==> config.mk <==
export PLATFORM = sky130hd
export DESIGN_NAME = sound_arbiter_flat
export DESIGN_NICKNAME = d
export VERILOG_FILES = /design/src/rtl/sound_pkg.sv /design/src/rtl/sound_arbiter_if.sv /design/src/rtl/sound_prio_enc.sv /design/src/rtl/sound_arbiter.sv /design/src/flat_wrapper.sv
export SDC_FILE = /design/constraint.sdc
export NUM_CORES = 1
export LEC_CHECK = 0
export ABC_AREA = 0
export BUFFER_PORTS_ARGS = -buffer_cell sky130_fd_sc_hd__buf_2
export CAP_MARGIN = 20
export CORE_UTILIZATION = 60
export DETAILED_ROUTE_END_ITERATION = 7
export PLACE_DENSITY = 0.91
export SYNTH_ARGS = -nofsm -noshare
export SYNTH_HDL_FRONTEND = slang
export SYNTH_SLANG_ARGS = --single-unit
export TNS_END_PERCENT = 50
==> constraint.sdc <==
create_clock -name clk -period 5.9 [get_ports clk]
set_input_delay 0.59 -clock clk [delete_from_list [all_inputs] [get_ports clk]]
set_output_delay 0.59 -clock clk [all_outputs]
set_load 0.005 [all_outputs]
==> src/rtl/sound_pkg.sv <==
// Shared types and constants for the sound arbiter: FSM states, source codes,
// mode type and per-source tone frequencies.
package sound_pkg;

   typedef enum logic [1:0] {
      S_IDLE = 2'd0,
      S_PLAY = 2'd1,
      S_GAP  = 2'd2
   } state_t;

   typedef enum logic [1:0] {
      SRC_NONE = 2'd0,
      SRC_MOVE = 2'd1,
      SRC_GOOD = 2'd2,
      SRC_BAD  = 2'd3
   } src_t;

   typedef enum logic {
      MODE_OFF = 1'b0,
      MODE_ON  = 1'b1
   } mode_t;

   localparam logic [8:0] FREQ_BAD  = 9'd311;
   localparam logic [8:0] FREQ_GOOD = 9'd440;
   localparam logic [8:0] FREQ_MOVE = 9'd262;

   function automatic logic [8:0] freq_of(input logic [1:0] src);
      case (src)
         SRC_BAD:  freq_of = FREQ_BAD;
         SRC_GOOD: freq_of = FREQ_GOOD;
         SRC_MOVE: freq_of = FREQ_MOVE;
         default:  freq_of = 9'd0;
      endcase
   endfunction

endpackage

==> src/rtl/sound_arbiter_if.sv <==
// Request/tone bus between the sound requesters and the arbiter.
interface sound_arbiter_if;
   logic       enable;
   logic       req_bad;
   logic       req_good;
   logic       req_move;
   logic [8:0] freq;
   logic       playSound;
   logic [1:0] active_src;
   logic       busy;
   logic [7:0] drop_cnt;

   modport slave (
      input  enable, req_bad, req_good, req_move,
      output freq, playSound, active_src, busy, drop_cnt
   );

   modport master (
      output enable, req_bad, req_good, req_move,
      input  freq, playSound, active_src, busy, drop_cnt
   );
endinterface

==> src/rtl/sound_prio_enc.sv <==
// Fixed-priority encoder over {bad, good, move}: returns the winning source
// code and its one-hot grant.
module sound_prio_enc
   import sound_pkg::*;
(
   input  logic [2:0] cand,
   output logic [1:0] src,
   output logic [2:0] grant
);

   always_comb begin
      src   = SRC_NONE;
      grant = 3'b000;
      if (cand[2]) begin
         src   = SRC_BAD;
         grant = 3'b100;
      end else if (cand[1]) begin
         src   = SRC_GOOD;
         grant = 3'b010;
      end else if (cand[0]) begin
         src   = SRC_MOVE;
         grant = 3'b001;
      end
   end

endmodule

==> src/rtl/sound_arbiter.sv <==
// Shares the tone datapath between bad/good/move requesters with fixed
// priority, preemption, one pending slot per source and a gap between notes.
//
//   state  | meaning
//   S_IDLE | silent, nothing pending
//   S_PLAY | note sounding, counter runs down the note duration
//   S_GAP  | silent spacer, counter runs down the gap length
module sound_arbiter
   import sound_pkg::*;
#(
   parameter int DUR_BAD  = 40,
   parameter int DUR_GOOD = 20,
   parameter int DUR_MOVE = 5,
   parameter int GAP      = 2,
   parameter int CW       = 6
) (
   input logic             clk,
   input logic             nRst,
   sound_arbiter_if.slave  bus
);

   state_t        state;
   logic [2:0]    pending;
   logic [CW-1:0] cnt;
   logic [8:0]    freq_q;
   logic          play_q;
   logic [1:0]    active_q;
   logic          busy_q;
   logic [7:0]    drop_q;

   logic [2:0] req, cand, drops;
   logic [1:0] cand_src, req_src, launch_src, n_drop;
   logic [2:0] cand_grant, req_grant, launch_pend;
   logic [8:0] drop_sum;
   logic [7:0] drop_next;
   logic       launch;

   function automatic logic [CW-1:0] dur_of(input logic [1:0] src);
      case (src)
         SRC_BAD:  dur_of = CW'(DUR_BAD - 1);
         SRC_GOOD: dur_of = CW'(DUR_GOOD - 1);
         default:  dur_of = CW'(DUR_MOVE - 1);
      endcase
   endfunction

   assign req  = {bus.req_bad, bus.req_good, bus.req_move};
   assign cand = pending | req;

   sound_prio_enc u_cand_enc (.cand(cand), .src(cand_src), .grant(cand_grant));
   sound_prio_enc u_req_enc  (.cand(req),  .src(req_src),  .grant(req_grant));

   // A repeat request for a source that already holds a pending slot is lost.
   assign drops     = req & pending;
   assign n_drop    = 2'(drops[0]) + 2'(drops[1]) + 2'(drops[2]);
   assign drop_sum  = {1'b0, drop_q} + {7'd0, n_drop};
   assign drop_next = drop_sum[8] ? 8'hFF : drop_sum[7:0];

   always_comb begin
      launch      = 1'b0;
      launch_src  = cand_src;
      launch_pend = cand & ~cand_grant;
      case (state)
         S_IDLE: launch = |cand;
         S_PLAY: begin
            // Only a fresh request can outrank the playing note; the loser is discarded.
            if (req_src > active_q) begin
               launch      = 1'b1;
               launch_src  = req_src;
               launch_pend = cand & ~req_grant;
            end
         end
         S_GAP:   launch = (cnt == '0) && (|cand);
         default: launch = 1'b0;
      endcase
   end

   always_ff @(posedge clk or negedge nRst) begin
      if (!nRst) begin
         state    <= S_IDLE;
         pending  <= 3'b000;
         cnt      <= '0;
         freq_q   <= 9'd0;
         play_q   <= 1'b0;
         active_q <= SRC_NONE;
         busy_q   <= 1'b0;
         drop_q   <= 8'd0;
      end else if (bus.enable != MODE_ON) begin
         state    <= S_IDLE;
         pending  <= 3'b000;
         cnt      <= '0;
         freq_q   <= 9'd0;
         play_q   <= 1'b0;
         active_q <= SRC_NONE;
         busy_q   <= 1'b0;
      end else begin
         drop_q <= drop_next;
         if (launch) begin
            state    <= S_PLAY;
            cnt      <= dur_of(launch_src);
            freq_q   <= freq_of(launch_src);
            play_q   <= 1'b1;
            active_q <= launch_src;
            pending  <= launch_pend;
            busy_q   <= 1'b1;
         end else begin
            case (state)
               S_PLAY: begin
                  pending <= cand;
                  busy_q  <= 1'b1;
                  if (cnt == '0) begin
                     state    <= S_GAP;
                     cnt      <= CW'(GAP - 1);
                     freq_q   <= 9'd0;
                     play_q   <= 1'b0;
                     active_q <= SRC_NONE;
                  end else begin
                     cnt <= cnt - 1'b1;
                  end
               end
               S_GAP: begin
                  pending <= cand;
                  if (cnt == '0) begin
                     state  <= S_IDLE;
                     busy_q <= 1'b0;
                  end else begin
                     cnt    <= cnt - 1'b1;
                     busy_q <= 1'b1;
                  end
               end
               default: begin
                  state   <= S_IDLE;
                  pending <= cand;
                  busy_q  <= 1'b0;
               end
            endcase
         end
      end
   end

   assign bus.freq       = freq_q;
   assign bus.playSound  = play_q;
   assign bus.active_src = active_q;
   assign bus.busy       = busy_q;
   assign bus.drop_cnt   = drop_q;

endmodule

==> src/flat_wrapper.sv <==
// flat-port wrapper written by rule: the top's interface ports become plain ports
module sound_arbiter_flat import sound_pkg::*;
#(
   parameter int DUR_BAD  = 40,
   parameter int DUR_GOOD = 20,
   parameter int DUR_MOVE = 5,
   parameter int GAP      = 2,
   parameter int CW       = 6
)
  (clk, nRst, bus_enable, bus_req_bad, bus_req_good, bus_req_move, bus_freq, bus_playSound, bus_active_src, bus_busy, bus_drop_cnt);
  sound_arbiter_if bus_i ();
  input logic clk;
  input logic nRst;
  input wire logic [$bits(bus_i.enable)-1:0] bus_enable;
  input wire logic [$bits(bus_i.req_bad)-1:0] bus_req_bad;
  input wire logic [$bits(bus_i.req_good)-1:0] bus_req_good;
  input wire logic [$bits(bus_i.req_move)-1:0] bus_req_move;
  output wire logic [$bits(bus_i.freq)-1:0] bus_freq;
  output wire logic [$bits(bus_i.playSound)-1:0] bus_playSound;
  output wire logic [$bits(bus_i.active_src)-1:0] bus_active_src;
  output wire logic [$bits(bus_i.busy)-1:0] bus_busy;
  output wire logic [$bits(bus_i.drop_cnt)-1:0] bus_drop_cnt;
  assign bus_i.enable = bus_enable;
  assign bus_i.req_bad = bus_req_bad;
  assign bus_i.req_good = bus_req_good;
  assign bus_i.req_move = bus_req_move;
  assign bus_freq = bus_i.freq;
  assign bus_playSound = bus_i.playSound;
  assign bus_active_src = bus_i.active_src;
  assign bus_busy = bus_i.busy;
  assign bus_drop_cnt = bus_i.drop_cnt;
  sound_arbiter #(.DUR_BAD(DUR_BAD), .DUR_GOOD(DUR_GOOD), .DUR_MOVE(DUR_MOVE), .GAP(GAP), .CW(CW)) u_core (.clk(clk), .nRst(nRst), .bus(bus_i));
endmodule
==> impl_metrics.prom <==
# TYPE chip_impl_metric gauge
chip_impl_metric{name="finalSetupViolCount",unit=""} 0
chip_impl_metric{name="power",unit="mW"} 0.5725
chip_impl_metric{name="globalRouteOverflowTotal",unit=""} 0
chip_impl_metric{name="max_cap_viol_count",unit=""} 0
chip_impl_metric{name="drc_errors",unit=""} 0
chip_impl_metric{name="drtPass1Iterations",unit=""} 5
chip_impl_metric{name="mappedNetlistArea",unit="sq um"} 1732
chip_impl_info{name="cp-start-kind",value="flop"} 1
chip_impl_info{name="layout.cells.most_common_list",value="27 x sky130_fd_sc_hd__dfrtp_1, 25 x sky130_fd_sc_hd__buf_2, 18 x sky130_fd_sc_hd__a21oi_1"} 1
chip_impl_metric{name="synth-simple-area-share",unit=""} 0.1951
chip_impl_metric{name="grt_max_degree",unit=""} 28
chip_impl_metric{name="floorplan.io_pins",unit=""} 27
chip_impl_metric{name="yosys.area_share.xor_xnor",unit=""} 0.01517
chip_impl_metric{name="seq_area_frac_synth",unit=""} 0.3902
chip_impl_metric{name="int_pwr",unit="mW"} 0.3481
chip_impl_metric{name="pwr_density_cell",unit="nW/um^2"} 313.8
chip_impl_metric{name="clk_path_buf_depth",unit=""} 2
chip_impl_metric{name="power_frac_seq",unit=""} 0.456
chip_impl_metric{name="yosys.cell_types.count",unit=""} 49
chip_impl_metric{name="grt_pass1_vias",unit=""} 1298
chip_impl_info{name="worstReg2RegStart",value="u_core.pending[1]$_DFF_PN0_"} 1
chip_impl_metric{name="power_frac_comb",unit=""} 0.397
chip_impl_metric{name="post_route_cells_drive_above_1_share",unit=""} 0.2188
chip_impl_metric{name="worst_clock_skew",unit="ns"} 0.009021
chip_impl_metric{name="relSlewSlack",unit=""} 0.6091
chip_impl_metric{name="area_used_by_multi_input_combinational_logic",unit="sq um"} 927.1
chip_impl_metric{name="reg2reg_slack",unit="ns"} 3.40
chip_impl_metric{name="max_clock_freq",unit="GHz"} 0.4001
chip_impl_metric{name="synth_compound_area_frac",unit=""} 0.2001
chip_impl_metric{name="mappedNetlistNets",unit=""} 193
chip_impl_metric{name="fp.coreArea",unit="sq um"} 2734
chip_impl_metric{name="grt_first_pass_wirelength",unit="um"} 5740
chip_impl_info{name="r2r-end",value="u_core.bus.drop_cnt[2]$_DFFE_PN0P_"} 1
chip_impl_metric{name="die_area",unit="sq um"} 3105
chip_impl_metric{name="globalRouteTotalUtil",unit=""} 0.2319
chip_impl_info{name="cp_class",value="flop to flop"} 1
chip_impl_metric{name="power_switching",unit="mW"} 0.2244
chip_impl_metric{name="post_drt_via_cell_ratio",unit=""} 6.242
chip_impl_metric{name="vdd_drop_max",unit="mV"} 0.2740
chip_impl_metric{name="cts.clk_slew.worst_paths",unit="ns"} 0.16
chip_impl_metric{name="final_core_occ",unit=""} 0.6673
chip_impl_metric{name="clock_share_of_power",unit=""} 0.146
chip_impl_metric{name="async_flop_share",unit=""} 1.000
chip_impl_metric{name="totalWireLength",unit="um"} 3375
chip_impl_metric{name="place_worst_setup_slack",unit="ns"} 3.055
chip_impl_metric{name="tritoncts_num_sinks",unit=""} 27
chip_impl_metric{name="cts_inserted_buffers",unit=""} 3
chip_impl_metric{name="fin_crit_share",unit=""} 0.4236
chip_impl_metric{name="ff2ff_path_depth",unit=""} 8
chip_impl_metric{name="postLayoutSetupSlackWorst",unit="ns"} 3.401
chip_impl_info{name="synth_top_family_by_area",value="compound AO/OA/AOI/OAI gates"} 1
chip_impl_metric{name="critical_path.max_fanout",unit=""} 5
chip_impl_metric{name="ant_cells",unit=""} 0
chip_impl_metric{name="final.setup.tns",unit="ns"} 0
chip_impl_metric{name="cts_setup_buffers",unit=""} 0
chip_impl_metric{name="dpl.hpwl",unit="um"} 2570
chip_impl_metric{name="timing_worst_slew_pin_value",unit="ns"} 0.5864
chip_impl_info{name="tritoncts",value="built"} 1
chip_impl_metric{name="cts_resized",unit=""} 0
chip_impl_info{name="mostFrequentLayoutCell",value="sky130_fd_sc_hd__dfrtp_1"} 1
chip_impl_metric{name="number_of_hold_violations_in_the_final_report",unit=""} 0
chip_impl_metric{name="worstSkewPairLatency",unit="ns"} 0.33
chip_impl_metric{name="timing.hold.ws",unit="ns"} 0.2283
chip_impl_metric{name="p_leak",unit="nW"} 0.9074
chip_impl_metric{name="io_buffer_count",unit=""} 25
chip_impl_metric{name="drt_iter0_drc",unit=""} 61
chip_impl_metric{name="fill_cells",unit=""} 221
chip_impl_metric{name="area_growth_from_synthesis_to_final_layout",unit="%"} 5.347
chip_impl_metric{name="min_period",unit="ns"} 2.499
chip_impl_metric{name="synthMuxAreaShare",unit=""} 0.03468
chip_impl_metric{name="final_nets",unit=""} 210
chip_impl_metric{name="postSynthRegisterBits",unit=""} 27
chip_impl_metric{name="fp.dieW",unit="um"} 55.72
chip_impl_metric{name="post-synth-top-area-fraction",unit=""} 0.3902
chip_impl_metric{name="ys_warn_count",unit=""} 0
chip_impl_metric{name="synthesis.instances",unit=""} 176
chip_impl_metric{name="place_congestion",unit=""} 0.8551
chip_impl_info{name="cts.root.buffer_cell",value="sky130_fd_sc_hd__clkbuf_4"} 1
chip_impl_metric{name="ant_nets",unit=""} 0
chip_impl_metric{name="detailroute.via_count",unit=""} 1392
chip_impl_info{name="status",value="complete, no violations"} 1
chip_impl_metric{name="critical_path_required",unit="ns"} 6.13
chip_impl_metric{name="adder_and_majority_cell_fraction_of_the_synthesized_area",unit=""} 0.08815
chip_impl_info{name="yosys-top-cells-area",value="sky130_fd_sc_hd__dfrtp_1 39%, sky130_fd_sc_hd__ha_1 6.5%, sky130_fd_sc_hd__a21oi_1 5.2%"} 1
chip_impl_info{name="type_of_destination_of_the_critical_path",value="flop"} 1
chip_impl_metric{name="floorplan.initialDensity",unit=""} 0.6334
chip_impl_metric{name="regArea",unit="sq um"} 675.6
chip_impl_metric{name="core.rowCount",unit=""} 19
chip_impl_metric{name="synthesis.area_per_instance",unit="sq um"} 9.839
chip_impl_metric{name="sw_frac_of_total",unit=""} 0.3919
chip_impl_info{name="rsz_0062_raised_after_global_routing",value="false"} 1
chip_impl_metric{name="crit_path_dat",unit="ns"} 2.73
chip_impl_metric{name="grt_antenna_before_repair",unit=""} 0
chip_impl_info{name="ys_dominant_reg_cell",value="sky130_fd_sc_hd__dfrtp_1"} 1
chip_impl_metric{name="post_synth_edffs",unit=""} 0
chip_impl_info{name="min_path_type",value="primary input to asynchronous set/reset pin"} 1
chip_impl_metric{name="ctsHtreeMaxLevel",unit=""} 1
chip_impl_metric{name="cts-hold-fix-buffers",unit=""} 0
chip_impl_metric{name="die_boundary_height",unit="um"} 55.72
chip_impl_metric{name="final_routed_wire_length_divided_by_cell_count",unit="um"} 15.13
chip_impl_metric{name="drv_slew",unit=""} 0
chip_impl_info{name="post-synth-top-area-cell",value="sky130_fd_sc_hd__dfrtp_1"} 1
state kept, by name (all words and copies together) (netlist names):
signal and cells:
u_core.pending 3, u_core.state 2, u_core.bus.drop_cnt 8, u_core.bus.active_src 1, u_core.bus.freq 5, u_core.bus.playSound 1, u_core.cnt 6, u_core.bus.busy 1
stage by stage:
stage / cell area (sq um) / cells
floorplan: 1732 / 176
global placement: 1797 / 219
detailed placement: 1797 / 219
CTS: 1824 / 223
global route: 1824 / 223
finish: 1824 / 223
area by class of cell:
type,count,area share
Timing Repair Buffer,25,0.06859
Clock buffer,3,0.01235
Sequential cell,27,0.3704
Multi-Input combinational cell,128,0.5082
Clock inverter,1,0.002743
Tap cell,31,0.02126
Inverter,8,0.01646
metal layers:
layer,wire [um],vias up,track usage
met2,1777,54,0.4337
li1,-,658,-
met4,59,0,0.06786
met5,0,-,0
met3,165,8,0.02558
met1,1372,672,0.2783
critical path, cell delays in order (launching register included):
cell and delay (ns):
sky130_fd_sc_hd__dfrtp_1 0.44, sky130_fd_sc_hd__and2_1 0.18, sky130_fd_sc_hd__fa_1 0.43, sky130_fd_sc_hd__ha_1 0.24, sky130_fd_sc_hd__fa_1 0.39, sky130_fd_sc_hd__and3_1 0.20
sky130_fd_sc_hd__and3_1 0.24, sky130_fd_sc_hd__nand4_1 0.18, sky130_fd_sc_hd__o21ai_0 0.11
how the worst max path moves through the flow:
stage                                      from                                 end  slack (ns)  depth (start not counted)
detailed placement                  bus_req_bad           u_core.cnt[5]$_DFFE_PN0P_        3.05                          8
finish              u_core.pending[1]$_DFF_PN0_  u_core.bus.drop_cnt[2]$_DFFE_PN0P_        3.40                          8
global placement                    bus_req_bad           u_core.cnt[5]$_DFFE_PN0P_        3.11                          8
floorplan                          bus_req_move  u_core.bus.drop_cnt[2]$_DFFE_PN0P_        3.36                          8
global route        u_core.pending[1]$_DFF_PN0_  u_core.bus.drop_cnt[7]$_DFFE_PN0P_        3.27                          8
CTS                                 bus_req_bad           u_core.cnt[5]$_DFFE_PN0P_        3.40                          8
logic make-up after synthesis:
group	count (synthesis)
adders and majority gates	11
other	1
AOI/OAI and AO/OA	50
and+or+nand+nor	57
xor gates and xnor gates	3
DFF	27
buffers and inverters	21
muxes	6
synthesized netlist by cell type, types with 4 or more instances:
cell	instances
sky130_fd_sc_hd__dfrtp_1	27
sky130_fd_sc_hd__a21oi_1	18
sky130_fd_sc_hd__nand2_1	14
sky130_fd_sc_hd__nor2_1	10
sky130_fd_sc_hd__ha_1	9
sky130_fd_sc_hd__inv_1	8
sky130_fd_sc_hd__buf_4	7
sky130_fd_sc_hd__mux2i_1	6
sky130_fd_sc_hd__a211oi_1	4
sky130_fd_sc_hd__a31oi_1	4
sky130_fd_sc_hd__and2_1	4
sky130_fd_sc_hd__nand3_1	4
sky130_fd_sc_hd__o211ai_1	4
sky130_fd_sc_hd__o21ai_0	4
power groups by stage:
| stage | sequential, mW | clock [mW] | combinational (mW) |
|---|---|---|---|
| 6_report | 0.261 | 0.0837 | 0.228 |
| 5_1_grt | 0.267 | 0.0916 | 0.254 |
| 4_1_cts | 0.261 | 0.0825 | 0.229 |
| 3_3_place_gp | 0.261 | 0 | 0.217 |
| 3_5_place_dp | 0.264 | 0 | 0.227 |
| 2_1_floorplan | 0.261 | 0 | 0.172 |
(Power assumes the default switching activity.)
